[src/rtl/fifo_wr_arbiter_if.sv]
// Producer/FIFO-side bundle for the FIFO write-port arbiter.
// The master modport is the environment side; the slave modport is the arbiter side.
interface fifo_wr_arbiter_if #(
  parameter int unsigned WIDTH = 8,
  parameter int unsigned N_REQ = 4,
  parameter int unsigned ID_W  = 2
);
  logic [N_REQ-1:0]       req;
  logic [N_REQ*WIDTH-1:0] w_data_in;
  logic                   fifo_full;
  logic [N_REQ-1:0]       gnt;
  logic                   fifo_wr_en;
  logic [WIDTH-1:0]       fifo_w_data;
  logic [ID_W-1:0]        owner;
  logic                   busy;

  modport master (
    output req, w_data_in, fifo_full,
    input  gnt, fifo_wr_en, fifo_w_data, owner, busy
  );

  modport slave (
    input  req, w_data_in, fifo_full,
    output gnt, fifo_wr_en, fifo_w_data, owner, busy
  );
endinterface

[src/rtl/fifo_wr_arbiter.sv]
// Round-robin, burst-bounded arbiter sharing one FIFO write port among N_REQ producers.
// gnt, fifo_wr_en and fifo_w_data are combinational from state, req and fifo_full.
module fifo_wr_arbiter #(
  parameter int unsigned WIDTH     = 8,
  parameter int unsigned N_REQ     = 4,
  parameter int unsigned ID_W      = 2,
  parameter int unsigned MAX_BURST = 4,
  parameter int unsigned CNT_W     = 2
) (
  input  logic              clk,
  input  logic              rst,
  fifo_wr_arbiter_if.slave  bus
);

  localparam logic [0:0] IDLE  = 1'b0;
  localparam logic [0:0] GRANT = 1'b1;

  logic [0:0]       state, state_nxt;
  logic [ID_W-1:0]  owner_q, owner_nxt;
  logic [ID_W-1:0]  last_q, last_nxt;
  logic [CNT_W-1:0] cnt_q, cnt_nxt;
  logic [ID_W-1:0]  pick;
  logic [ID_W-1:0]  idx;
  logic [WIDTH-1:0] sel_data;
  logic             accept;
  logic             last_beat;

  // Round-robin search from last+1; iterating downward lets the nearest requester win.
  always_comb begin
    pick = '0;
    idx  = '0;
    for (int k = int'(N_REQ); k >= 1; k--) begin
      idx = ID_W'((int'(last_q) + k) % int'(N_REQ));
      if (bus.req[idx]) pick = idx;
    end
  end

  // Data slice of the current owner.
  always_comb begin
    sel_data = '0;
    for (int i = 0; i < int'(N_REQ); i++) begin
      if (owner_q == ID_W'(i)) sel_data = bus.w_data_in[i*int'(WIDTH) +: WIDTH];
    end
  end

  assign accept    = (state == GRANT) & bus.req[owner_q] & ~bus.fifo_full & ~rst;
  assign last_beat = (cnt_q == CNT_W'(MAX_BURST - 1));

  always_ff @(posedge clk) begin
    if (rst) begin
      state   <= IDLE;
      owner_q <= '0;
      last_q  <= ID_W'(N_REQ - 1);
      cnt_q   <= '0;
    end else begin
      state   <= state_nxt;
      owner_q <= owner_nxt;
      last_q  <= last_nxt;
      cnt_q   <= cnt_nxt;
    end
  end

  always_comb begin
    state_nxt       = state;
    owner_nxt       = owner_q;
    last_nxt        = last_q;
    cnt_nxt         = cnt_q;
    bus.gnt         = '0;
    bus.fifo_wr_en  = accept;
    bus.fifo_w_data = '0;
    bus.owner       = owner_q;
    bus.busy        = (state == GRANT);

    if (accept) begin
      bus.gnt         = N_REQ'(1) << owner_q;
      bus.fifo_w_data = sel_data;
    end

    case (state)
      IDLE: begin
        if (|bus.req) begin
          owner_nxt = pick;
          cnt_nxt   = '0;
          state_nxt = GRANT;
        end
      end
      GRANT: begin
        // Owner withdrawal ends the burst; a full FIFO simply stalls it.
        if (!bus.req[owner_q]) begin
          last_nxt  = owner_q;
          state_nxt = IDLE;
        end else if (accept) begin
          cnt_nxt = cnt_q + CNT_W'(1);
          if (last_beat) begin
            last_nxt  = owner_q;
            state_nxt = IDLE;
          end
        end
      end
      default: state_nxt = IDLE;
    endcase
  end

endmodule

[src/flat_wrapper.sv]
// flat-port wrapper written by rule: the top's interface ports become plain ports
module fifo_wr_arbiter_flat 
#(
  parameter int unsigned WIDTH     = 8,
  parameter int unsigned N_REQ     = 4,
  parameter int unsigned ID_W      = 2,
  parameter int unsigned MAX_BURST = 4,
  parameter int unsigned CNT_W     = 2
)
  (clk, rst, bus_req, bus_w_data_in, bus_fifo_full, bus_gnt, bus_fifo_wr_en, bus_fifo_w_data, bus_owner, bus_busy);
  fifo_wr_arbiter_if #(.WIDTH(WIDTH), .N_REQ(N_REQ), .ID_W(ID_W)) bus_i ();
  input  logic clk;
  input  logic rst;
  input wire logic [$bits(bus_i.req)-1:0] bus_req;
  input wire logic [$bits(bus_i.w_data_in)-1:0] bus_w_data_in;
  input wire logic [$bits(bus_i.fifo_full)-1:0] bus_fifo_full;
  output wire logic [$bits(bus_i.gnt)-1:0] bus_gnt;
  output wire logic [$bits(bus_i.fifo_wr_en)-1:0] bus_fifo_wr_en;
  output wire logic [$bits(bus_i.fifo_w_data)-1:0] bus_fifo_w_data;
  output wire logic [$bits(bus_i.owner)-1:0] bus_owner;
  output wire logic [$bits(bus_i.busy)-1:0] bus_busy;
  assign bus_i.req = bus_req;
  assign bus_i.w_data_in = bus_w_data_in;
  assign bus_i.fifo_full = bus_fifo_full;
  assign bus_gnt = bus_i.gnt;
  assign bus_fifo_wr_en = bus_i.fifo_wr_en;
  assign bus_fifo_w_data = bus_i.fifo_w_data;
  assign bus_owner = bus_i.owner;
  assign bus_busy = bus_i.busy;
  fifo_wr_arbiter #(.WIDTH(WIDTH), .N_REQ(N_REQ), .ID_W(ID_W), .MAX_BURST(MAX_BURST), .CNT_W(CNT_W)) u_core (.clk(clk), .rst(rst), .bus(bus_i));
endmodule
[config.mk]
export PLATFORM = sky130hd
export DESIGN_NAME = fifo_wr_arbiter_flat
export DESIGN_NICKNAME = d
export VERILOG_FILES = /design/src/rtl/fifo_wr_arbiter_if.sv /design/src/rtl/fifo_wr_arbiter.sv /design/src/flat_wrapper.sv
export SDC_FILE = /design/constraint.sdc
export NUM_CORES = 1
export LEC_CHECK = 0
export CAP_MARGIN = 20
export CORE_UTILIZATION = 56
export CTS_BUF_LIST = sky130_fd_sc_hd__clkbuf_8
export CTS_CLUSTER_DIAMETER = 80
export CTS_CLUSTER_SIZE = 28
export DETAILED_ROUTE_END_ITERATION = 10
export DONT_BUFFER_PORTS = 1
export GPL_ROUTABILITY_DRIVEN = 0
export PLACE_DENSITY_LB_ADDON = 0.15
export SLEW_MARGIN = 10
export SYNTH_ARGS = -nofsm -noshare
export SYNTH_HDL_FRONTEND = slang
export SYNTH_SLANG_ARGS = --single-unit
[constraint.sdc]
create_clock -name clk -period 4.37 [get_ports clk]
set_input_delay 0.874 -clock clk [delete_from_list [all_inputs] [get_ports clk]]
set_output_delay 0.874 -clock clk [all_outputs]
set_load 0.1 [all_outputs]
# [After elaboration in Yosys (flattened, before gate mapping)]
# Cells that the tools add are included.
[classes] addsub=5 n_lt_le_gt_ge=5 eq_ne=9 shifts=1 mux=32 bitwise_logic=6 n_reduce_logical=5
[op_table] cell="$mux W8" n=5
[op_table] cell="$mux W2" n=10
[op_table] cell="$lt A2 B3 Y1 const B" n=5
[op_table] cell="$bmux W1 S2" n=5
[op_table] cell="$mux W1" n=9
[op_table] cell="$add A2 B1 Y2 const B" n=3
[op_table] cell="$eq A2 B2 Y1 const B" n=3
[op_table] cell="$ne A2 B2 Y1 const B" n=3
[op_table] cell="$reduce_and A3 Y1" n=2
[op_table] cell="$add A2 B2 Y2 const B" n=2
[op_table] cell="$mux W4" n=1
[op_table] cell="$ne A2 B1 Y1 const B" n=2
[op_table] cell="$pmux W2 S2" n=1
[op_table] cell="$reduce_or A4 Y1" n=1
[op_table] cell="$shl A1 B2 Y4 const A" n=1
[op_table] cell="$and A1 B1 Y1" n=3
[op_table] cell="$not A1 Y1" n=3
[op_table] cell="$eq A2 B1 Y1 const B" n=1
[op_table] cell="$logic_not A2 Y1" n=1
[op_table] cell="$pmux W1 S2" n=1
[op_table] cell="$reduce_and A2 Y1" n=1
[word_totals] regBits=7

# [Depth between registers and ports, before layout]
[logic_depth] depth_word=8 ltp_mapped=6 ltp_nobuf=5

# [Worst setup path after synthesis]
# Ideal clock, no wire load.
[synth_timing] path_kind="register to output" from="register u_core.owner_q[0] (netlist: u_core.bus.owner[0])" to="output bus_gnt[0]" arrival_time_ps=4149 required_ps=3496 setup_slack_ps=-653 path_stages_with_launch=7 path_buffers=2 cell_sequence="dfxtp_1 -> buf_6 -> mux2i_1 -> mux2_2 -> or3_4 -> buf_6 -> nor3_1"
[synth_between] elab_chain_cells=6
[synth_rtl] item="start, declared" line="fifo_wr_arbiter.sv:19" source="logic [ID_W-1:0] owner_q, owner_nxt;"
[synth_rtl] item="start signal, assigned" line="fifo_wr_arbiter.sv:57" source="owner_q <= owner_nxt;"
[synth_rtl] item="$bmux W1 S2" line="fifo_wr_arbiter.sv:46" source="assign accept = (state == GRANT) & bus.req[owner_q] & ~bus.fifo_full & ~rst;"
[synth_rtl] item="$mux W1 (not written as such)" line="fifo_wr_arbiter.sv:46"
[synth_rtl] item="$and A1 B1 Y1 (3 in a row)" line="fifo_wr_arbiter.sv:46"
[synth_rtl] item="$mux W4 (*)" line="fifo_wr_arbiter.sv:74" source="if (accept) begin"
[synth_rtl] item="end, declared" line="flat_wrapper.sv:17" source="output wire logic [$bits(bus_i.gnt)-1:0] bus_gnt;"
# Mark *: on every way between the ends. The rest lies on a longest branch, timed or not. The select of a mux whose other input is x is not followed.

# [Worst setup path after layout]
[layout_timing] from="register u_core.owner_q[1] (netlist: u_core.bus.owner[1])" to="output bus_fifo_wr_en"
[layout_between] elab_chain_cells=5
[layout_rtl] item="$bmux W1 S2" line="fifo_wr_arbiter.sv:46"
[layout_rtl] item="$mux W1 (not written as such)" line="fifo_wr_arbiter.sv:46"
[layout_rtl] item="$and A1 B1 Y1 (3 in a row)" line="fifo_wr_arbiter.sv:46"
[layout_rtl] item="end, declared" line="flat_wrapper.sv:18" source="output wire logic [$bits(bus_i.fifo_wr_en)-1:0] bus_fifo_wr_en;"
# Every way passes these cells. The select of a mux whose other input is x is not followed.

==> impl_metrics.yaml <==
die:
  initial_core_util_pct: 64.45
  die_w_um: 38.95
  fp-row-count: 12
  core_area_um2: 1186
  io_pins: 55
  die_area_um2: 1517
  die_height_um: 38.95
cts:
  cts.sinks: 7
  cts_resized: 0
  clkLatencyLatePin_ps: 230
  clkTransAtPathRegs_ps: 40
  cts_made_buffers: 3
  cts_max_level: 1
  cts_root_buffer: "clkbuf_8"
  cts.path.max_buffers: 2
  postCtsSetupRepairBufs: 0
  cts-hold-fix-buffers: 0
  cts_tree: "done"
power:
  ir_worst_vdd_mv: 0.3082
  power_density_nw_per_um2: 341.6
  leakagePower_uw: 0.0003703
worst_hold_path:
  holdPathStages: 2
  hp-start: "u_core.cnt_q[1]$_SDFFE_PP0P_"
  min_to: "u_core.cnt_q[1]$_SDFFE_PP0P_"
  hp-class: "flop to flop"
worst_setup_path:
  endpoint_kind: "output port"
  crit_type: "flop to output port"
  reg2reg_depth: 3
  critPathLaunchType: "flop"
  required_ps: 3500
  r2r_setup_slack_ps: 2320
  crit_arrival_ps: 2740
  path_max_fanout: 21
  r2r-end: "u_core.cnt_q[0]$_SDFFE_PP0P_"
  regToRegStartpoint: "u_core.bus.owner[1]$_SDFFE_PP0P_"
sta:
  tns_ps: 0
  slew_headroom_pct: 38.65
  maxSlewViolCount: 0
  worstMarginPinSlew_ps: 920.2
  rsz0062_at_grt: "no"
  clock.fmax_mhz: 276.8
  final_hold_viol_count: 0
  skew_ps: 0.8827
  min_period_ps: 3613
  setup_viol: 0
  period_share_pct: 82.67
synth:
  synth_edf_count: 0
  syn_nets: 122
  ys_ff_latch: 7
  netlist_area_um2: 764.5
  yosys_most_used_dff: "dfxtp_1"
  avgSynthCellArea_um2: 9.323
  synthCells: 82
  synth_cell_types: 32
  seq_area_frac_synth_pct: 18.33
  yosysWarnings: 0
  async_reset_ff_share_pct: 0
detailed_routing:
  drt-wirelength-per-cell_um: 16.34
  postRouteAntennaNets: 0
  drcViolationCount: 0
  drt-total-wl_um: 1781
  drt-pass1-iter-count: 4
  via_per_inst: 6.321
  initialDrtViolationCount: 13
  vias: 689
global_routing:
  use_met1_pct: 28.32
  gr-usage-met2_pct: 42.50
  grt_overflow: 0
  grt_first_pass_wirelength_um: 2539
  busiest_layer: "met2"
  grt_use_met3_pct: 3.468
  grtUsageTotal_pct: 24.64
  grt_pass1_vias: 604
  grt_max_degree: 22
  antenna_found_initial: 0
cells_and_area:
  area_delta_synth_final_pct: 23.90
  final_core_util_pct: 79.85
  final_cells: 109
  final_nets: 136
  drive_gt1_share_pct: 47.37
  n_antenna_cell: 0
placement:
  io_buffers: 0
  dp_hpwl_um: 1407
  place_inst: 105
outcome:
  status: "complete, no violations"
run:
  maxCapViolations: 0
-- per-layer routing --
| metal | vias up | part of all wire (%) |
|---|---|---|
| met2 | 51 | 49 |
| li1 | 334 | - |
| met4 | 0 | 2.0 |
| met3 | 5 | 9.2 |
| met1 | 299 | 40 |
| met5 | - | 0 |
-- layout make-up --
type / count / area, um^2
Fill cell: 74 / 239.0
Sequential cell: 7 / 142.6
Tap cell: 14 / 17.52
Inverter: 5 / 18.77
Clock inverter: 1 / 3.754
Multi-Input combinational cell: 65 / 618.1
Timing Repair Buffer: 14 / 105.1
Clock buffer: 3 / 41.29
-- metrics by stage --
step	worst slack, ps	total power [uW]	area, um^2	hold slack (ps)
3_3_place_gp	1018	231.8	902.1	459.6
6_report	757.4	323.5	947.2	484.1
3_5_place_dp	987.3	234.2	902.1	475.0
5_1_grt	685.2	336.2	947.2	495.7
2_1_floorplan	37.91	212.1	769.5	450.2
4_1_cts	750.9	323.1	947.2	484.1
-- where the power goes --
group / total [uW] / switching [uW] / internal (uW)
clock network: 90.7 / 29.8 / 60.9
registers: 93.6 / 21.8 / 71.8
logic: 139 / 81.8 / 57.5
total: 324 / 133 / 190
-- worst max-delay path, cell delays in order, from the launching register on --
cell	delay [ps]
dfxtp_2	930
mux2_2	430
or3_4	490
inv_1	650
-- cell usage in the layout, fill, tap and decap left out, drive strengths merged, types with 5 or more instances in the layout --
cell	synthesis	routed
buf	3	14
nor2b	9	9
mux4	8	8
dfxtp	7	7
inv	5	6
nand2	6	6
nor2	5	5
-- how the worst max path moves through the flow --
stage / endpoint / depth (start not counted) / startpoint / slack, ps
after global placement: bus_fifo_wr_en / 3 / u_core.bus.owner[1]$_SDFFE_PP0P_ / 1020
after detailed placement: bus_fifo_wr_en / 3 / u_core.bus.owner[1]$_SDFFE_PP0P_ / 990
after global routing: bus_fifo_wr_en / 3 / u_core.bus.owner[1]$_SDFFE_PP0P_ / 690
after floorplan: bus_fifo_w_data[2] / 6 / u_core.bus.owner[0]$_SDFFE_PP0P_ / 40
final: bus_fifo_wr_en / 3 / u_core.bus.owner[1]$_SDFFE_PP0P_ / 760
after CTS: bus_fifo_wr_en / 3 / u_core.bus.owner[1]$_SDFFE_PP0P_ / 750
-- sequential cells by signal (all words and copies together), names as in the netlist --
name	flops
u_core.cnt_q	2
u_core.last_q	2
u_core.bus.owner	2
u_core.bus.busy	1
-- synthesized netlist by cell type (all sizes together) (2+ instances only) --
| library cell | instances | area share, % |
|---|---|---|
| a21oi | 3 | 2.0 |
| buf | 3 | 3.4 |
| clkbuf | 2 | 0.98 |
| dfxtp | 7 | 18 |
| inv | 5 | 2.5 |
| mux2 | 3 | 4.4 |
| mux2i | 3 | 3.9 |
| mux4 | 8 | 24 |
| nand2 | 6 | 2.9 |
| nand2b | 3 | 2.5 |
| nand3 | 2 | 1.3 |
| nor2 | 5 | 2.5 |
| nor2b | 9 | 7.4 |
| nor3b | 3 | 4.3 |
| o211ai | 2 | 2.0 |
| o21ai | 3 | 2.0 |
| o22ai | 2 | 1.6 |
-- cells by family after synthesis --
logic type                 synth area share, %
adders and majority gates                1.636
and+or+nand+nor                          25.86
buffers and inverters                    6.874
DFF                                      18.33
muxes                                    31.91
AOI/OAI and AO/OA                        15.38
(Power assumes the default switching activity.)
